--- src/rtl/multicycle_ctrl.sv ---
// -----------------------------------------------------------------------------
// multicycle_ctrl
//   Control FSM for a multicycle processor. It sequences each instruction
//   through Fetch, Decode, Execute, Memory and Writeback, handshakes with the
//   instruction and data memories, honours datapath stalls, and aborts memory
//   handshakes that wait too long.
//
// Parameters
//   OP_W     opcode width
//   FUNC_W   R-type function-field width
//   TIMEOUT  maximum wait cycles in F or M before abort (0 disables)
//
// Ports
//   clk          sole clock, rising edge
//   reset        synchronous, active-high reset
//   op, func     instruction fields from instruction memory (latched in F)
//   iready       instruction memory has returned data
//   dready       data memory access is complete
//   stall        hold request from the datapath (honoured in D, E, W)
//   state        current state: F=001 D=010 E=011 M=100 W=101
//   ireq         instruction fetch request (F)
//   dreq         data memory request (M)
//   dwe          data memory write enable (M, SW only)
//   ir_we        instruction register write enable (F with iready)
//   rf_we        register file write enable (W, unstalled)
//   instr_done   one-cycle pulse in the last cycle of an instruction
//   err_illegal  one-cycle pulse on an undecodable opcode
//   err_timeout  one-cycle pulse on a handshake timeout
// -----------------------------------------------------------------------------
module multicycle_ctrl #(
  parameter int OP_W    = 6,
  parameter int FUNC_W  = 6,
  parameter int TIMEOUT = 15
) (
  input  logic              clk,
  input  logic              reset,
  input  logic [OP_W-1:0]   op,
  input  logic [FUNC_W-1:0] func,
  input  logic              iready,
  input  logic              dready,
  input  logic              stall,
  output logic [2:0]        state,
  output logic              ireq,
  output logic              dreq,
  output logic              dwe,
  output logic              ir_we,
  output logic              rf_we,
  output logic              instr_done,
  output logic              err_illegal,
  output logic              err_timeout
);

  // A zero TIMEOUT would give a zero-width counter; keep one bit in that case.
  localparam int CNT_W = (TIMEOUT > 0) ? $clog2(TIMEOUT + 1) : 1;

  localparam logic [OP_W-1:0] OP_R    = OP_W'(6'b000000);
  localparam logic [OP_W-1:0] OP_ADDI = OP_W'(6'b001000);
  localparam logic [OP_W-1:0] OP_J    = OP_W'(6'b000010);
  localparam logic [OP_W-1:0] OP_BEQ  = OP_W'(6'b000100);
  localparam logic [OP_W-1:0] OP_LW   = OP_W'(6'b100011);
  localparam logic [OP_W-1:0] OP_SW   = OP_W'(6'b101011);

  typedef enum logic [2:0] {
    S_F = 3'b001,
    S_D = 3'b010,
    S_E = 3'b011,
    S_M = 3'b100,
    S_W = 3'b101
  } state_t;

  typedef enum logic [2:0] {
    C_NOP  = 3'd0,
    C_R    = 3'd1,
    C_ADDI = 3'd2,
    C_J    = 3'd3,
    C_BEQ  = 3'd4,
    C_LW   = 3'd5,
    C_SW   = 3'd6,
    C_ILL  = 3'd7
  } cls_t;

  state_t            r_state;
  logic [CNT_W-1:0]  r_cnt;
  logic [OP_W-1:0]   r_op;
  logic [FUNC_W-1:0] r_func;

  cls_t              w_cls;
  state_t            w_next;
  logic [CNT_W-1:0]  w_cnt_next;
  logic              w_hit;

  assign state = r_state;

  // The wait counter has reached the abort threshold (never when disabled).
  assign w_hit = (TIMEOUT > 0) && (r_cnt == CNT_W'(TIMEOUT));

  // Classify the latched instruction; only the latched fields are decoded.
  always_comb begin
    w_cls = C_ILL;
    case (r_op)
      OP_R: begin
        if (r_func == FUNC_W'(0)) begin
          w_cls = C_NOP;
        end else begin
          w_cls = C_R;
        end
      end
      OP_ADDI: w_cls = C_ADDI;
      OP_J:    w_cls = C_J;
      OP_BEQ:  w_cls = C_BEQ;
      OP_LW:   w_cls = C_LW;
      OP_SW:   w_cls = C_SW;
      default: w_cls = C_ILL;
    endcase
  end

  // Next state, wait counter and control outputs. Outputs depend on the
  // current inputs because ir_we and instr_done must fire in the same cycle
  // as the handshake or stall release that causes the transition.
  always_comb begin
    w_next      = r_state;
    w_cnt_next  = {CNT_W{1'b0}};
    ireq        = 1'b0;
    dreq        = 1'b0;
    dwe         = 1'b0;
    ir_we       = 1'b0;
    rf_we       = 1'b0;
    instr_done  = 1'b0;
    err_illegal = 1'b0;
    err_timeout = 1'b0;
    case (r_state)
      S_F: begin
        ireq = 1'b1;
        if (iready) begin
          ir_we  = 1'b1;
          w_next = S_D;
        end else if (w_hit) begin
          // Stay in F and re-request with a fresh count.
          err_timeout = 1'b1;
        end else begin
          w_cnt_next = r_cnt + CNT_W'(1);
        end
      end
      S_D: begin
        if (stall) begin
          w_next = S_D;
        end else begin
          case (w_cls)
            C_NOP, C_J: begin
              instr_done = 1'b1;
              w_next     = S_F;
            end
            C_ILL: begin
              err_illegal = 1'b1;
              w_next      = S_F;
            end
            default: w_next = S_E;
          endcase
        end
      end
      S_E: begin
        if (stall) begin
          w_next = S_E;
        end else begin
          case (w_cls)
            C_BEQ: begin
              instr_done = 1'b1;
              w_next     = S_F;
            end
            C_LW, C_SW: w_next = S_M;
            default:    w_next = S_W;
          endcase
        end
      end
      S_M: begin
        dreq = 1'b1;
        dwe  = (w_cls == C_SW);
        if (dready) begin
          if (w_cls == C_SW) begin
            instr_done = 1'b1;
            w_next     = S_F;
          end else begin
            w_next = S_W;
          end
        end else if (w_hit) begin
          // Abandon the instruction; no retire pulse.
          err_timeout = 1'b1;
          w_next      = S_F;
        end else begin
          w_cnt_next = r_cnt + CNT_W'(1);
        end
      end
      S_W: begin
        if (stall) begin
          w_next = S_W;
        end else begin
          rf_we      = 1'b1;
          instr_done = 1'b1;
          w_next     = S_F;
        end
      end
      default: w_next = S_F;
    endcase
  end

  // State, wait counter and instruction-field latches.
  always_ff @(posedge clk) begin
    if (reset) begin
      r_state <= S_F;
      r_cnt   <= {CNT_W{1'b0}};
      r_op    <= {OP_W{1'b0}};
      r_func  <= {FUNC_W{1'b0}};
    end else begin
      r_state <= w_next;
      r_cnt   <= w_cnt_next;
      if ((r_state == S_F) && iready) begin
        r_op   <= op;
        r_func <= func;
      end else begin
        r_op   <= r_op;
        r_func <= r_func;
      end
    end
  end

endmodule

--- config.mk ---
export PLATFORM = sky130hd
export DESIGN_NAME = multicycle_ctrl
export DESIGN_NICKNAME = d
export VERILOG_FILES = /design/src/rtl/multicycle_ctrl.sv
export SDC_FILE = /design/constraint.sdc
export NUM_CORES = 1
export LEC_CHECK = 0
export ABC_AREA = 1
export BUFFER_PORTS_ARGS = -buffer_cell sky130_fd_sc_hd__buf_2
export CAP_MARGIN = 20
export CORE_MARGIN = 4
export CORE_UTILIZATION = 31
export DETAILED_ROUTE_END_ITERATION = 10
export PLACE_DENSITY = 0.56
export SYNTH_ARGS = -nofsm -noshare
export SYNTH_HDL_FRONTEND = slang
export SYNTH_SLANG_ARGS = --single-unit
--- constraint.sdc ---
create_clock -name clk -period 1.4 [get_ports clk]
set_input_delay 0.28 -clock clk [delete_from_list [all_inputs] [get_ports clk]]
set_output_delay 0.28 -clock clk [all_outputs]
set_load 0.1 [all_outputs]
==> metrics <==
status=finished with violations; failing checks=setup timing; Comb power frac=70.7%; worst setup path class=reg -> out; clock network power share=7.0%; commonest non-fill, non-tap cell in the layout=nor2_1; critical path endpoint category=primary output; I/O Buffers=27; most frequent CP cell=nor2_1; DR DRC count=0; initial core utilization=32.0%; sequential share of the synthesized area=35.6%; first-pass GRT wire length=5.16 mm; Netlist Area Pre-Place=0.00107 mm²; Max Cap Violations=0; Final #Nets=253; dpl cells=261; worst setup margin=-0.740 ns; total gr overflow=0; Post-CTS Hold Fix Bufs=0; Switching Share=46.2%; die span in y=66.7 µm; Synthesis Warnings=0; final hold vios=0; LEAKAGE=between 0.8 and 0.9 nW; Reg2Reg Depth=10; cells along the critical path=or2_0, nor2_1, nor2_1, nor2_1, nand4_1, nand2_1, nand4_1, a21oi_4, buf_12; CP Launch Type=flip-flop; setup repair after global routing missed its margin=true; reg2reg setup slack=-0.22 ns; worst skew pair latency=0.29 ns; largest net degree at the start of global routing=16; synth unique cells=28; Reg clk slew, reported paths=0.10 ns; P_sw=0.00179 W; Vias per Instance=about 4.7; register share of total power=22.3%; Post-DRT Antenna Nets=0; Syn Nets=179; initial antenna violation count=0; Slew headroom=61.0%; TritonCTS Buffers=3; Reg-to-Reg End=state[0]; clock root buffer=clkbuf_4; crit path to=instr_done; ANT cells=0; min Tclk post-route=roughly 2.1 ns; Die ar.=0.00445 mm²; internal power=approximately 0.0021 W; H-tree levels=1; Crit. Startpoint=r_func[3]; Slew Viols, Final=0; share of cells above drive strength 1=61.4%; worst slew pin tran=between 0.5 and 0.6 ns; commonest non-fill, non-tap cells in the layout=30 x nor2_1, 26 x buf_4, 16 x buf_2, 15 x nand2_1, 15 x buf_6; Hold Slack=0.162 ns; Crit path max-delay family=simple AND/OR/NAND/NOR gates; via count=1309; Final Setup Violations=25; number of global-route vias before repair=between 1000 and 1500; clock tree buffer depth=2; initial DRC count=31; I/O pin cnt=28; cells after synthesis=160; r2r startpoint=state[1]; Routed WL per cell=11.2 µm; CP Data Required Time=1.12 ns; Die Wd=66.7 µm; fin crit share=153%; Non-Filler Instances=279; Synth-to-Final Area Change=95.2%; CTS tree=yes; class of the worst hold path=in -> reg; Slowest cell on crit path=dfxtp_2; Post-Route WL=3.14 mm; placer congestion estimate=roughly 0.85; CP arrival=1.86 ns; post-synthesis average cell area=6.68 µm²; Detailed Routing Iterations Pass 1=4; Setup Skew=between 0.001 and 0.0015 ns; max incr delay on CP=0.33 ns; power per cell area=1850 mW/mm²; number of buffers and inverters on the critical path=1; VDD IR max=approximately 1400 µV; max frequency=467 MHz; Crit path depth=9; number of placement rows=21; Placeable Area=0.00334 mm²; Max FO, Critical Path=2; Clock Sinks=19; GRT Overall Usage=14.7%; Synth Register Bits=19; Place WS=-0.452 ns; post-detail-place hpwl=2.31 mm
-- power groups by stage --
stage	logic [W]	clock network [W]	registers, W
finish	0.00273	0.000270	0.000862
global route	0.00293	0.000320	0.000884
CTS	0.00254	0.000277	0.000826
detailed placement	0.00217	0	0.000820
global placement	0.00213	0	0.000813
floorplan	0.00115	0	0.000994
-- cell usage after synthesis --
master,n,share of area (%)
nor2_1,38,13
nand2_1,20,7.0
dfxtp_1,19,36
inv_1,13,4.6
nand3_1,13,6.1
o21ai_0,10,4.7
inv_2,8,2.8
a21oi_1,7,3.3
nor2_2,6,3.5
o21ai_1,4,1.9
nand4_1,3,1.8
ha_1,2,2.3
nor3_1,2,0.94
a311oi_1,1,0.82
a31o_1,1,0.82
buf_6,1,1.1
clkbuf_1,1,0.35
nand2_2,1,0.59
nand3_2,1,0.94
nand3b_1,1,0.70
nand4_2,1,1.2
nor2_4,1,1.1
nor3_2,1,0.94
o211ai_1,1,0.70
o21ai_2,1,0.82
or2_0,1,0.59
xnor2_1,1,0.82
xor2_1,1,0.82
-- worst min path at each step --
stage	end	depth (start not counted)	slack (ns)	from
2_1_floorplan	state[1]	1	0.34	reset
3_3_place_gp	r_cnt[0]	1	0.43	r_cnt[0]
3_5_place_dp	r_cnt[0]	1	0.45	r_cnt[0]
4_1_cts	state[1]	2	0.15	reset
5_1_grt	state[1]	2	0.15	reset
6_report	state[1]	2	0.16	reset
-- sequential cells by signal, summed over array words and instances (netlist names) --
name / count
r_func: 6
r_cnt: 4
state: 3
r_op: 6
-- layout make-up --
cell class	count	area, µm²
well taps	46	57.6
repair buffers	71	719
clock buffers	4	26.3
inverters	21	97.6
fillers	284	1250
flip-flops and latches	19	408
multi-input cells	118	777
-- stage by stage --
stage          utilization (%)  TNS (ns)  cell area (µm²)  power [W]
6_report                  62.5     -5.16             2090    0.00387
5_1_grt                   62.5     -7.58             2090    0.00413
4_1_cts                   58.4     -3.96             1950    0.00365
3_5_place_dp              52.2    -0.866             1740    0.00299
3_3_place_gp              52.2    -0.637             1740    0.00295
2_1_floorplan                -    -16.10             1160    0.00214
-- metal layers --
layer | GRT usage, % | part of all wire (%) | vias up | wire (µm)
li1 | - | - | 667 | -
met1 | 16.8 | 42 | 612 | 1310
met2 | 26.7 | 54 | 24 | 1690
met3 | 2.19 | 2.8 | 6 | 89
met4 | 6.09 | 1.5 | 0 | 48
met5 | 0 | 0 | - | 0
-- worst reg2reg max path, delay by kind of cell, from the launching register on --
| family | cells | cell delay [ns] |
|---|---|---|
| simple gates | 5 | 0.54 |
| buf+inv | 4 | 0.46 |
| flops | 1 | 0.39 |
| compound gates | 1 | 0.10 |
-- kinds of logic (layout without fill, tap and decap cells) --
family | after synthesis | in the layout | share of synthesized area, %
DFF | 19 | 19 | 35.6
buffers and inverters | 23 | 96 | 8.78
adders and majority gates | 2 | 2 | 2.34
xor gates and xnor gates | 2 | 2 | 1.64
and+or+nand+nor | 89 | 89 | 38.6
AOI/OAI and AO/OA | 25 | 25 | 13.0
-- timing repair --
action	CTS	global route
pin swaps	18	30
gates resized for setup	32	41
endpoints found under the setup margin	10	28
buffers inserted	11	6
gates cloned	0	0
(Power assumes the default switching activity.)
